**src/rtl/jtag_vdr_mc_pkg.sv**
```systemverilog
// Shared definitions for the multi-channel JTAG virtual data register.
package jtag_vdr_mc_pkg;

  // Decoded virtual-JTAG instruction opcodes
  typedef enum logic [2:0] {
    OpIdent  = 3'd0,
    OpRaddr  = 3'd1,
    OpWaddr  = 3'd2,
    OpRdata  = 3'd3,
    OpWdata  = 3'd4,
    OpFlags  = 3'd5,
    OpChan   = 3'd6,
    OpBypass = 3'd7
  } op_e;

  // Width of the active-channel index (up to 8 channels)
  localparam int unsigned ChanW = 3;

endpackage

```
**src/rtl/jtag_vdr_mc_if.sv**
```systemverilog
// RAM-side bus of the VDR: per-channel read data in, shared write data,
// one-hot write strobes and packed per-channel address counters out.
interface jtag_vdr_mc_if #(
  parameter int unsigned DR_W   = 32,
  parameter int unsigned ADDR_W = 16,
  parameter int unsigned NCH    = 2
);
  logic [NCH*DR_W-1:0]   rdata_in;
  logic [DR_W-1:0]       wdata_out;
  logic [NCH-1:0]        wram_we;
  logic [NCH*ADDR_W-1:0] raddr_out;
  logic [NCH*ADDR_W-1:0] waddr_out;

  modport master (
    input  rdata_in,
    output wdata_out, wram_we, raddr_out, waddr_out
  );

  modport slave (
    output rdata_in,
    input  wdata_out, wram_we, raddr_out, waddr_out
  );
endinterface

```
**src/rtl/jtag_vdr_chan.sv**
```systemverilog
// Per-channel read/write address counters. A load always beats a
// same-edge increment; counters wrap silently.
module jtag_vdr_chan #(
  parameter int unsigned ADDR_W = 16
) (
  input  logic              tck,
  input  logic              rst_n,
  input  logic              raddr_ld,
  input  logic              waddr_ld,
  input  logic [ADDR_W-1:0] ld_val,
  input  logic              raddr_inc,
  input  logic              waddr_inc,
  output logic [ADDR_W-1:0] raddr,
  output logic [ADDR_W-1:0] waddr
);

  // Read address counter
  always_ff @(posedge tck or negedge rst_n) begin
    if (!rst_n)         raddr <= '0;
    else if (raddr_ld)  raddr <= ld_val;
    else if (raddr_inc) raddr <= raddr + ADDR_W'(1);
  end

  // Write address counter
  always_ff @(posedge tck or negedge rst_n) begin
    if (!rst_n)         waddr <= '0;
    else if (waddr_ld)  waddr <= ld_val;
    else if (waddr_inc) waddr <= waddr + ADDR_W'(1);
  end

endmodule

```
**src/rtl/jtag_vdr_mc.sv**
```systemverilog
// Multi-channel JTAG virtual data register with streaming RAM access.
// Define JTAG_VDR_BURST_EN to stream whole words inside one SHIFT_DR
// (write latch and read reload at every word boundary); without it each
// capture/update pair moves exactly one word.
module jtag_vdr_mc
  import jtag_vdr_mc_pkg::*;
#(
  parameter int unsigned DR_W       = 32,
  parameter int unsigned ADDR_W     = 16,
  parameter int unsigned NCH        = 2,
  parameter logic [31:0] IDENT      = 32'h97d2f9d0,
  parameter logic [63:0] FLAGS_INIT = 64'h99
) (
  input  logic             tck,
  input  logic             rst_n,
  input  logic             tdi,
  output logic             vdr_tdo,
  input  logic             capture_dr,
  input  logic             shift_dr,
  input  logic             update_dr,
  input  logic [2:0]       op,
  jtag_vdr_mc_if.master    mem,
  output logic [DR_W-1:0]  flags_out,
  output logic [ChanW-1:0] chan_out
);

`ifdef JTAG_VDR_BURST_EN
  localparam bit BurstEn = 1'b1;
`else
  localparam bit BurstEn = 1'b0;
`endif

  localparam int unsigned   BCW      = $clog2(DR_W);
  localparam logic [BCW-1:0] BcLast  = BCW'(DR_W - 1);
  localparam logic [63:0]   IdentExt = {32'h0, IDENT};
  localparam logic [DR_W-1:0] IdentW = IdentExt[DR_W-1:0];
  localparam logic [DR_W-1:0] FlagsW = FLAGS_INIT[DR_W-1:0];

  op_e opc;
  assign opc = op_e'(op);

  logic [DR_W-1:0]  vdr_q, vdr_d, wdata_q, flags_q, rdata_sel;
  logic [BCW-1:0]   bcnt_q, bcnt_d;
  logic [ChanW-1:0] chan_q, chan_d, wr_chan_q, rinc_chan_q;
  logic             word_end, lat_ev, blat_q, blat_d, rinc_q, rinc_d;
  logic             wr_v_q, winc_q;
  logic [NCH-1:0]   we_q, wr_onehot, raddr_ld, waddr_ld, raddr_inc, waddr_inc;
  logic [NCH*ADDR_W-1:0] raddr_v, waddr_v;

  // Select the active channel's read data and the latched write channel strobe
  always_comb begin
    rdata_sel = '0;
    wr_onehot = '0;
    for (int i = 0; i < NCH; i++) begin
      if (chan_q == ChanW'(i))    rdata_sel = mem.rdata_in[i*DR_W +: DR_W];
      if (wr_chan_q == ChanW'(i)) wr_onehot[i] = 1'b1;
    end
  end

  // Shift that completes a DR_W-bit word
  assign word_end = shift_dr && !capture_dr && (bcnt_q == BcLast);

  // Next state of shift register, bit counter, channel and event strobes
  always_comb begin
    vdr_d  = vdr_q;
    bcnt_d = bcnt_q;
    chan_d = chan_q;
    if (capture_dr) begin
      case (opc)
        OpIdent: vdr_d = IdentW;
        OpRdata: vdr_d = rdata_sel;
        OpFlags: vdr_d = flags_q;
        OpChan:  vdr_d = {{(DR_W-ChanW){1'b0}}, chan_q};
        default: ;
      endcase
    end else if (shift_dr) begin
      if (BurstEn && opc == OpRdata && word_end) vdr_d = rdata_sel;
      else                                       vdr_d = {tdi, vdr_q[DR_W-1:1]};
    end

    if (capture_dr || !(opc == OpRdata || opc == OpWdata)) bcnt_d = '0;
    else if (shift_dr) bcnt_d = (bcnt_q == BcLast) ? '0 : bcnt_q + BCW'(1);

    // Out-of-range channel numbers are ignored
    if (update_dr && opc == OpChan && vdr_q < DR_W'(NCH)) chan_d = vdr_q[ChanW-1:0];

    rinc_d = (capture_dr && opc == OpRdata) || (BurstEn && word_end && opc == OpRdata);
    blat_d = BurstEn && word_end && opc == OpWdata;
    lat_ev = BurstEn ? blat_q : (update_dr && opc == OpWdata);
  end

  // Core registers: shift register, bit counter, channel, flags
  always_ff @(posedge tck or negedge rst_n) begin
    if (!rst_n) begin
      vdr_q   <= '0;
      bcnt_q  <= '0;
      chan_q  <= '0;
      flags_q <= FlagsW;
    end else begin
      vdr_q  <= vdr_d;
      bcnt_q <= bcnt_d;
      chan_q <= chan_d;
      if (update_dr && opc == OpFlags) flags_q <= vdr_q;
    end
  end

  // Write pipeline: latch at L, strobe L+1..L+2, address bump at L+2;
  // read pipeline: address bump one edge after capture/reload
  always_ff @(posedge tck or negedge rst_n) begin
    if (!rst_n) begin
      wdata_q     <= '0;
      wr_chan_q   <= '0;
      wr_v_q      <= 1'b0;
      we_q        <= '0;
      winc_q      <= 1'b0;
      blat_q      <= 1'b0;
      rinc_q      <= 1'b0;
      rinc_chan_q <= '0;
    end else begin
      blat_q <= blat_d;
      wr_v_q <= lat_ev;
      if (lat_ev) begin
        wdata_q   <= vdr_q;
        wr_chan_q <= chan_q;
      end
      we_q <= wr_v_q ? wr_onehot : '0;
      // A WADDR load on the target channel cancels the pending bump
      winc_q <= wr_v_q && !(update_dr && opc == OpWaddr && chan_q == wr_chan_q);
      rinc_q <= rinc_d;
      if (rinc_d) rinc_chan_q <= chan_q;
    end
  end

  for (genvar c = 0; c < NCH; c++) begin : g_chan
    assign raddr_ld[c]  = update_dr && opc == OpRaddr && chan_q == ChanW'(c);
    assign waddr_ld[c]  = update_dr && opc == OpWaddr && chan_q == ChanW'(c);
    assign raddr_inc[c] = rinc_q && rinc_chan_q == ChanW'(c);
    assign waddr_inc[c] = winc_q && wr_chan_q == ChanW'(c);

    jtag_vdr_chan #(
      .ADDR_W(ADDR_W)
    ) u_chan (
      .tck      (tck),
      .rst_n    (rst_n),
      .raddr_ld (raddr_ld[c]),
      .waddr_ld (waddr_ld[c]),
      .ld_val   (vdr_q[ADDR_W-1:0]),
      .raddr_inc(raddr_inc[c]),
      .waddr_inc(waddr_inc[c]),
      .raddr    (raddr_v[c*ADDR_W +: ADDR_W]),
      .waddr    (waddr_v[c*ADDR_W +: ADDR_W])
    );
  end

  assign vdr_tdo       = vdr_q[0];
  assign flags_out     = flags_q;
  assign chan_out      = chan_q;
  assign mem.wdata_out = wdata_q;
  assign mem.wram_we   = we_q;
  assign mem.raddr_out = raddr_v;
  assign mem.waddr_out = waddr_v;

endmodule

```
**src/flat_wrapper.sv**
```systemverilog
// flat-port wrapper written by rule: the top's interface ports become plain ports
module jtag_vdr_mc_flat import jtag_vdr_mc_pkg::*;
#(
  parameter int unsigned DR_W       = 32,
  parameter int unsigned ADDR_W     = 16,
  parameter int unsigned NCH        = 2,
  parameter logic [31:0] IDENT      = 32'h97d2f9d0,
  parameter logic [63:0] FLAGS_INIT = 64'h99
)
  (tck, rst_n, tdi, vdr_tdo, capture_dr, shift_dr, update_dr, op, flags_out, chan_out, mem_rdata_in, mem_wdata_out, mem_wram_we, mem_raddr_out, mem_waddr_out);
  jtag_vdr_mc_if #(.DR_W(DR_W), .ADDR_W(ADDR_W), .NCH(NCH)) mem_i ();
  input  logic tck;
  input  logic rst_n;
  input  logic tdi;
  output logic vdr_tdo;
  input  logic capture_dr;
  input  logic shift_dr;
  input  logic update_dr;
  input  logic [2:0] op;
  output logic [DR_W-1:0] flags_out;
  output logic [ChanW-1:0] chan_out;
  input wire logic [$bits(mem_i.rdata_in)-1:0] mem_rdata_in;
  output wire logic [$bits(mem_i.wdata_out)-1:0] mem_wdata_out;
  output wire logic [$bits(mem_i.wram_we)-1:0] mem_wram_we;
  output wire logic [$bits(mem_i.raddr_out)-1:0] mem_raddr_out;
  output wire logic [$bits(mem_i.waddr_out)-1:0] mem_waddr_out;
  assign mem_i.rdata_in = mem_rdata_in;
  assign mem_wdata_out = mem_i.wdata_out;
  assign mem_wram_we = mem_i.wram_we;
  assign mem_raddr_out = mem_i.raddr_out;
  assign mem_waddr_out = mem_i.waddr_out;
  jtag_vdr_mc #(.DR_W(DR_W), .ADDR_W(ADDR_W), .NCH(NCH), .IDENT(IDENT), .FLAGS_INIT(FLAGS_INIT)) u_core (.tck(tck), .rst_n(rst_n), .tdi(tdi), .vdr_tdo(vdr_tdo), .capture_dr(capture_dr), .shift_dr(shift_dr), .update_dr(update_dr), .op(op), .mem(mem_i), .flags_out(flags_out), .chan_out(chan_out));
endmodule
```
**config.mk**
```make
export PLATFORM = sky130hd
export DESIGN_NAME = jtag_vdr_mc_flat
export DESIGN_NICKNAME = d
export VERILOG_FILES = /design/src/rtl/jtag_vdr_mc_pkg.sv /design/src/rtl/jtag_vdr_mc_if.sv /design/src/rtl/jtag_vdr_chan.sv /design/src/rtl/jtag_vdr_mc.sv /design/src/flat_wrapper.sv
export SDC_FILE = /design/constraint.sdc
export NUM_CORES = 1
export LEC_CHECK = 0
export CAP_MARGIN = 40
export CELL_PAD_IN_SITES_DETAIL_PLACEMENT = 0
export CELL_PAD_IN_SITES_GLOBAL_PLACEMENT = 1
export CORE_MARGIN = 1
export CORE_UTILIZATION = 30
export CTS_CLUSTER_SIZE = 25
export DETAILED_ROUTE_END_ITERATION = 16
export GPL_ROUTABILITY_DRIVEN = 0
export MAX_ROUTING_LAYER = met4
export PLACE_DENSITY_LB_ADDON = 0.1
export SKIP_LAST_GASP = 1
export SYNTH_ARGS = -nofsm -noshare
export SYNTH_HDL_FRONTEND = slang
export SYNTH_SLANG_ARGS = --single-unit
```
**constraint.sdc**
```tcl
create_clock -name tck -period 2.35 [get_ports tck]
set_input_delay 0.3525 -clock tck [delete_from_list [all_inputs] [get_ports tck]]
set_output_delay 0.3525 -clock tck [all_outputs]
set_load 0.02 [all_outputs]
```
==> out/qor.yml, run 1 <==
routing:
  ant_nets: 0
  wirelength_um: 27850
  drt_iter0_drc: 351
  routed_via_density: 4.832
  avgRoutedWirePerCell_um: 19.30
  vias: 6973
  drc_errors: 0
  first_pass_iters: 4
floorplan:
  die-height_um: 172.2
  start_util_pct: 30.87
  io_pins: 207
  rows: 61
  coreArea_sq_um: 28160
  dieWidth_um: 172.2
  die_area_sq_um: 29660
worst_setup_path:
  slowest_delay_ns: 0.65
  crit_slowest_cell: "nor4_1"
  required_ns: 2.65
  cp-start-kind: "flip-flop"
  crit_type: "flip-flop to flip-flop"
  r2r_start: "u_core.vdr_q[18]"
  rrSetupSlack_ns: 0.13
  path_max_fanout: 5
  crit_start: "u_core.vdr_q[18]"
  crit_path_end_kind: "flip-flop"
  path_cells: "nor4_1 > buf_4 > nand4_1 > nor3_1 > mux2_2"
  crit_arrival_ns: 2.53
final_layout:
  fin_util_pct: 43.17
  drive_above_1_share_pct: 16.15
  fillCellCount: 2727
  antenna_cells: 0
  stdcell_count: 1443
  area_growth_pct: 39.87
  final_nets: 1129
grt:
  met3_usage_pct: 4.417
  grt_max_degree: 60
  antenna_found_initial: 0
  grt_util_all_layers_pct: 20.18
  overflow: 0
  grtUsageMet2_pct: 31.56
  grt_most_used_layer: "met2"
  met1_usage_pct: 26.72
  grt_pass1_vias: 6986
  grt_pass1_wl_um: 42860
synth:
  synth_fp_nets: 917
  synth-seq-area-share_pct: 50.14
  netlist_instances: 840
  yosys_warnings: 0
  yosysTopAreaCellShare_pct: 48.93
  syn_area_sq_um: 8693
  synth_top_area_cell: "dfrtp_1"
  syn_avg_cell_area_sq_um: 10.35
  synth_ff_type: "dfrtp_1"
  async_reset_ff_share_pct: 100.0
  synth_edf_count: 0
  synthDistinctLibCells: 45
  ys_ff_latch: 174
  synthTopCellsByArea: "dfrtp_1, mux2_2, mux2i_1"
placed_design:
  placedCellCount: 1410
  place_ws_ns: 0.01289
  dp_hpwl_um: 19350
  portBuffers: 206
sta:
  timing.final.crit_period_ns: 2.222
  finalMaxSlewViolations: 0
  setup_tns_ns: 0
  fmax_ghz: 0.4500
  skew_ns: 0.01480
  worst_slack_ns: 0.1276
  finalHoldViolCount: 0
  rsz0062_at_grt: "false"
  period_share_pct: 94.57
  finalSetupViolCount: 0
  slew_headroom_pct: 53.09
  worst_pin_slew_ns: 0.6972
cts:
  cts.repair.resized: 0
  htree_levels: 4
  cts.sinks: 174
  insertion_delay_ns: 0.43
  cts_buffers: 17
  path_clk_slew_ns: 0.07
  cts_buffer_depth: 2
  root_buffer: "clkbuf_16"
  tritoncts: "built"
worst_hold_path:
  hp-class: "input port to asynchronous set/reset pin"
outcome:
  outcome: "finished, final reports clean"
pwr:
  cellPowerDensity_nw_per_um2: 914.6
  ir_drop_uv: 485.4
  leakage_nw: 4.913
run:
  cap_violations: 0
[critical path, delay by kind of cell (launching register included)]
family                 cells  cell delay [ns]
AND/OR/NAND/NOR            3             1.06
flip-flops                 1             0.45
multiplexers               1             0.38
buffers and inverters      1             0.22
[final cells by class]
cell class | instances | area [sq um] | share of cell area [%]
clock inverter | 13 | 222.7 | 1.832
timing repair buffer | 258 | 2584 | 21.25
inverter | 8 | 30.03 | 0.2470
sequential | 174 | 4360 | 35.86
tap | 378 | 473.0 | 3.890
multi-input combinational | 593 | 4036 | 33.20
clock buffer | 19 | 452.9 | 3.725
[power by group]
part,internal [mW],switching (mW),leakage (nW)
combinational,1.72,1.74,2.50
sequential,3.69,0.701,2.08
clock,1.98,1.30,0.331
[logic make-up (layout without fill, tap and decap cells)]
| group | Yosys count | count (layout) | share of synthesized area (%) |
|---|---|---|---|
| multiplexers | 108 | 108 | 13.47 |
| buffers and inverters | 73 | 298 | 3.756 |
| AO/OA/AOI/OAI | 142 | 142 | 10.12 |
| flip-flops | 174 | 174 | 50.14 |
| AND/OR/NAND/NOR | 274 | 274 | 15.39 |
| adder cells (fa/ha/maj) | 4 | 4 | 0.5757 |
| XOR/XNOR | 65 | 65 | 6.549 |
[state kept, by name, summed over array words and instances (netlist names), 2 cells and up]
signal                      cells
u_core.flags_out               32
u_core.g_chan.u_chan.waddr     32
u_core.mem.wdata_out           32
u_core.chan_out                 3
u_core.wr_chan_q                3
u_core.vdr_q                   32
u_core.rinc_chan_q              3
u_core.g_chan.u_chan.raddr     32
u_core.mem.wram_we              2
[Yosys cell counts (3+ instances only)]
cell	instances
and4_1	8
buf_1	6
xor2_1	41
a211oi_1	18
nor3_1	7
nand4_1	26
nor2_1	92
buf_4	5
nor2b_1	5
mux2_2	72
nand3_1	18
xnor2_1	24
a21oi_1	40
clkbuf_1	27
dfrtp_1	170
inv_1	8
and3_1	13
nand2_1	84
dfstp_2	4
o221ai_1	3
buf_2	26
ha_1	4
o31ai_1	18
mux2i_1	36
a22oi_1	12
o21ai_0	35
o21ai_1	6
nor4_1	9
[metal layers]
| layer | vias up | part of all wire [%] |
|---|---|---|
| li1 | 3373 | - |
| met1 | 3402 | 46 |
| met2 | 181 | 48 |
| met3 | 17 | 5.0 |
| met4 | 0 | 1.0 |
| met5 | - | 0 |
[final timing paths]
kind,endpoint,cells past startpoint
setup / recovery,u_core.chan_out[0],5
hold / removal,u_core.g_chan[1].u_chan.raddr[8],2
setup reg to reg,u_core.chan_out[0],5
hold reg to reg,u_core.mem.wdata_out[28],1
max in group asynchronous,u_core.g_chan[1].u_chan.waddr[5],3
min in group tck,u_core.mem.wdata_out[28],1
[repair_timing]
item                       in CTS  in global routing
hold buffers                    1                  0
setup endpoints to repair       0                  0
setup buffers                   0                  0
hold endpoints to repair       52                  0
[cell usage in the layout, fill, tap and decap left out, types with 9 or more instances in the layout]
master	Yosys	layout
clkdlybuf4s50_1	0	205
a22oi_1	12	12
nor4_1	9	9
o31ai_1	18	18
mux2_2	72	72
buf_4	5	41
nand3_1	18	17
nand4_1	26	26
buf_12	0	10
o21ai_0	35	35
nor2_1	92	91
dfrtp_1	170	169
a211oi_1	18	18
xnor2_1	24	24
a21oi_1	40	40
nand2_1	84	84
and3_1	13	13
clkbuf_16	0	17
mux2i_1	36	36
xor2_1	41	41
[stage by stage]
stage	hold slack [ns]	power [mW]	instance area, sq um
3_5_place_dp	0.3822	7.937	11470
5_1_grt	0.5113	11.68	12160
6_report	0.4768	11.12	12160
3_3_place_gp	0.3835	7.935	11470
4_1_cts	0.4943	11.27	12160
2_1_floorplan	0.05691	5.892	8693
Note: power is estimated with default switching activity, not from simulation.
==> run 2, diff against run 1 <==
--- a/config.mk
+++ b/config.mk
@@ -6,10 +6,10 @@
 export NUM_CORES = 1
 export LEC_CHECK = 0
 export CAP_MARGIN = 40
-export CELL_PAD_IN_SITES_DETAIL_PLACEMENT = 0
-export CELL_PAD_IN_SITES_GLOBAL_PLACEMENT = 1
+export CELL_PAD_IN_SITES_DETAIL_PLACEMENT = 2
+export CELL_PAD_IN_SITES_GLOBAL_PLACEMENT = 2
 export CORE_MARGIN = 1
-export CORE_UTILIZATION = 30
+export CORE_UTILIZATION = 25
 export CTS_CLUSTER_SIZE = 25
 export DETAILED_ROUTE_END_ITERATION = 16
 export GPL_ROUTABILITY_DRIVEN = 0
==> run 2 against run 1 <==
Global-route usage decreased by 1.2 points. Register-to-register slack better by 0.17 ns. Fmax grew 8.3%. Die area rose by 20%. Critical path type unchanged. Sequential power about the same. Critical endpoint unchanged. Sequential share of layout area shrank 0.23 points. Largest power group unchanged. Setup slack improved by 0.17 ns.
==> out/qor.yml, run 2 (same netlist as run 1, synthesis figures left out) <==
final_layout:
  final_nets: 1133  # +0.35%
  mostFrequentLayoutCells: "clkdlybuf4s50_1, dfrtp_1, nor2_1"
  fin_util_pct: 36.14  # -7.0 points
  area_growth_pct: 40.79
  layout_commonest_cell: "clkdlybuf4s50_1"
  drive_above_1_share_pct: 16.46  # +0.31 points
  stdcell_count: 1518  # +5.2%
routing:
  drc_errors: 0  # unchanged
  wirelength_um: 31860  # +14%
  ant_nets: 0  # unchanged
  routed_via_density: 4.807  # -0.52%
  first_pass_iters: 4  # unchanged
  avgRoutedWirePerCell_um: 20.99  # +8.8%
  drt_iter0_drc: 315  # -10%
  vias: 7297  # +4.6%
worst_setup_path:
  worst-path-buf-inv: 0  # -1
  worstRegToRegCells: 4  # -1
  crit_type: "flip-flop to flip-flop"
  path_max_fanout: 4  # -1
  cp-start-kind: "flip-flop"
  crit_path_end_kind: "flip-flop"
  rrSetupSlack_ns: 0.30  # +0.17 ns
  r2r-end: "u_core.chan_out[0]"
  cp_top_family: "simple AND/OR/NAND/NOR gates"
  r2r_start: "u_core.vdr_q[31]"
  required_ns: 2.68  # +0.03 ns
  crit_arrival_ns: 2.38  # -0.15 ns
  path_cells: "nor4_1 > nand4_1 > nor3_1 > mux2_2"
  crit_slowest_cell: "nor4_1"
  slowest_delay_ns: 0.49  # -0.16 ns
sta:
  finalMaxSlewViolations: 0  # unchanged
  rsz0062_at_grt: "false"
  worst_slack_ns: 0.2979  # +0.1703 ns
  period_share_pct: 87.32  # -7.2 points
  hold_slack_ns: 0.4293  # -0.04749 ns
  timing.final.crit_period_ns: 2.052  # -0.1703 ns
  finalHoldViolCount: 0  # unchanged
  skew_ns: 0.01015  # -0.004649 ns
  worst_pin_slew_ns: 0.5561  # -0.1411 ns
  finalSetupViolCount: 0  # unchanged
  fmax_ghz: 0.4873  # +8.3%
  slew_headroom_pct: 62.59  # +9.5 points
pwr:
  leakage_nw: 4.909  # about the same
  fin_total_pwr_mw: 10.85  # -2.5%
  ir_drop_uv: 463.5  # -4.5%
  cellPowerDensity_nw_per_um2: 886.2  # -3.1%
floorplan:
  die_area_sq_um: 35520  # +20%
  die-height_um: 188.5  # +9.4%
  coreArea_sq_um: 33870  # +20%
  dieWidth_um: 188.5  # +9.4%
  start_util_pct: 25.67  # -5.2 points
  rows: 67  # +9.8%
  io_pins: 207  # unchanged
worst_hold_path:
  hp-class: "input port to asynchronous set/reset pin"
run:
  cap_violations: 0  # unchanged
placed_design:
  placedCellCount: 1484  # +5.2%
  dp_hpwl_um: 22600  # +17%
  portBuffers: 206  # unchanged
  place_ws_ns: -0.005991  # -0.01888 ns
grt:
  grt_pass1_vias: 8036  # +15%
  grt_max_degree: 54  # -10%
  antenna_found_initial: 1  # +1
  grt_pass1_wl_um: 49520  # +16%
  grt_util_all_layers_pct: 18.99  # -1.2 points
  overflow: 0  # unchanged
cts:
  cts.sinks: 174  # unchanged
  ctsHoldBuffers: 1  # unchanged
  cts_buffers: 17  # unchanged
  cts_buffer_depth: 2  # unchanged
  path_clk_slew_ns: 0.07  # about the same
  tritoncts: "built"
  cts_setup_buffers: 0  # unchanged
  cts.repair.resized: 0  # unchanged
  insertion_delay_ns: 0.44  # about the same
  root_buffer: "clkbuf_16"
  htree_levels: 4  # unchanged
outcome:
  outcome: "finished, final reports clean"
==> run 2: changes by cell type in the layout (fill, tap and decap cells not counted), sizes merged <==
| cell | delta |
|---|---|
| clkinvlp | +1 |
| inv | -5 |
| diode | +1 |
| clkinv | +5 |
| buf | +4 |
| clkbuf | +3 |
| bufinv | -4 |
==> run 2: how the worst max path moves through the flow <==
stage                        from                                 to  slack [ns]  depth (start not counted)
6_report         u_core.vdr_q[31]                 u_core.chan_out[0]        0.30                          4
5_1_grt          u_core.vdr_q[29]                 u_core.chan_out[0]        0.21                          4
4_1_cts          u_core.vdr_q[31]                 u_core.chan_out[0]        0.29                          4
3_5_place_dp                op[2]  u_core.g_chan[0].u_chan.raddr[10]      -0.006                          6
3_3_place_gp                op[2]  u_core.g_chan[0].u_chan.raddr[10]        0.03                          6
2_1_floorplan  u_core.chan_out[1]  u_core.g_chan[0].u_chan.raddr[10]        0.59                          5
==> run 2: per-stage QoR <==
step	cell area (sq um)	setup TNS (ns)
final	12240	0
after global routing	12240	0
after CTS	12240	0
after detailed placement	11630	-0.005991
after global placement	11620	0
after floorplan	8693	0
==> run 2: routing by layer <==
| metal | up-vias | part of all wire (%) | GRT usage [%] |
|---|---|---|---|
| met1 | 3736 | 44 | 22.85 |
| met2 | 146 | 50 | 32.04 |
| met5 | - | 0 | - |
| li1 | 3385 | - | - |
| met4 | 0 | 1.5 | 4.777 |
| met3 | 30 | 4.3 | 4.228 |
==> run 2: area by class of cell <==
cell class              count  area [sq um]
fillers                  3677         21630
flip-flops and latches    174          4360
multi-input cells         593          4036
repair buffers            262          2651
well taps                 448         560.5
clock buffers              22         494.2
clock inverters            10         103.9
inverters                   8         30.03
diodes                      1         2.502
==> run 2: report_power, final <==
group          switching [mW]  internal (mW)
clock network            1.32           1.62
registers               0.716           3.69
logic                    1.79           1.72
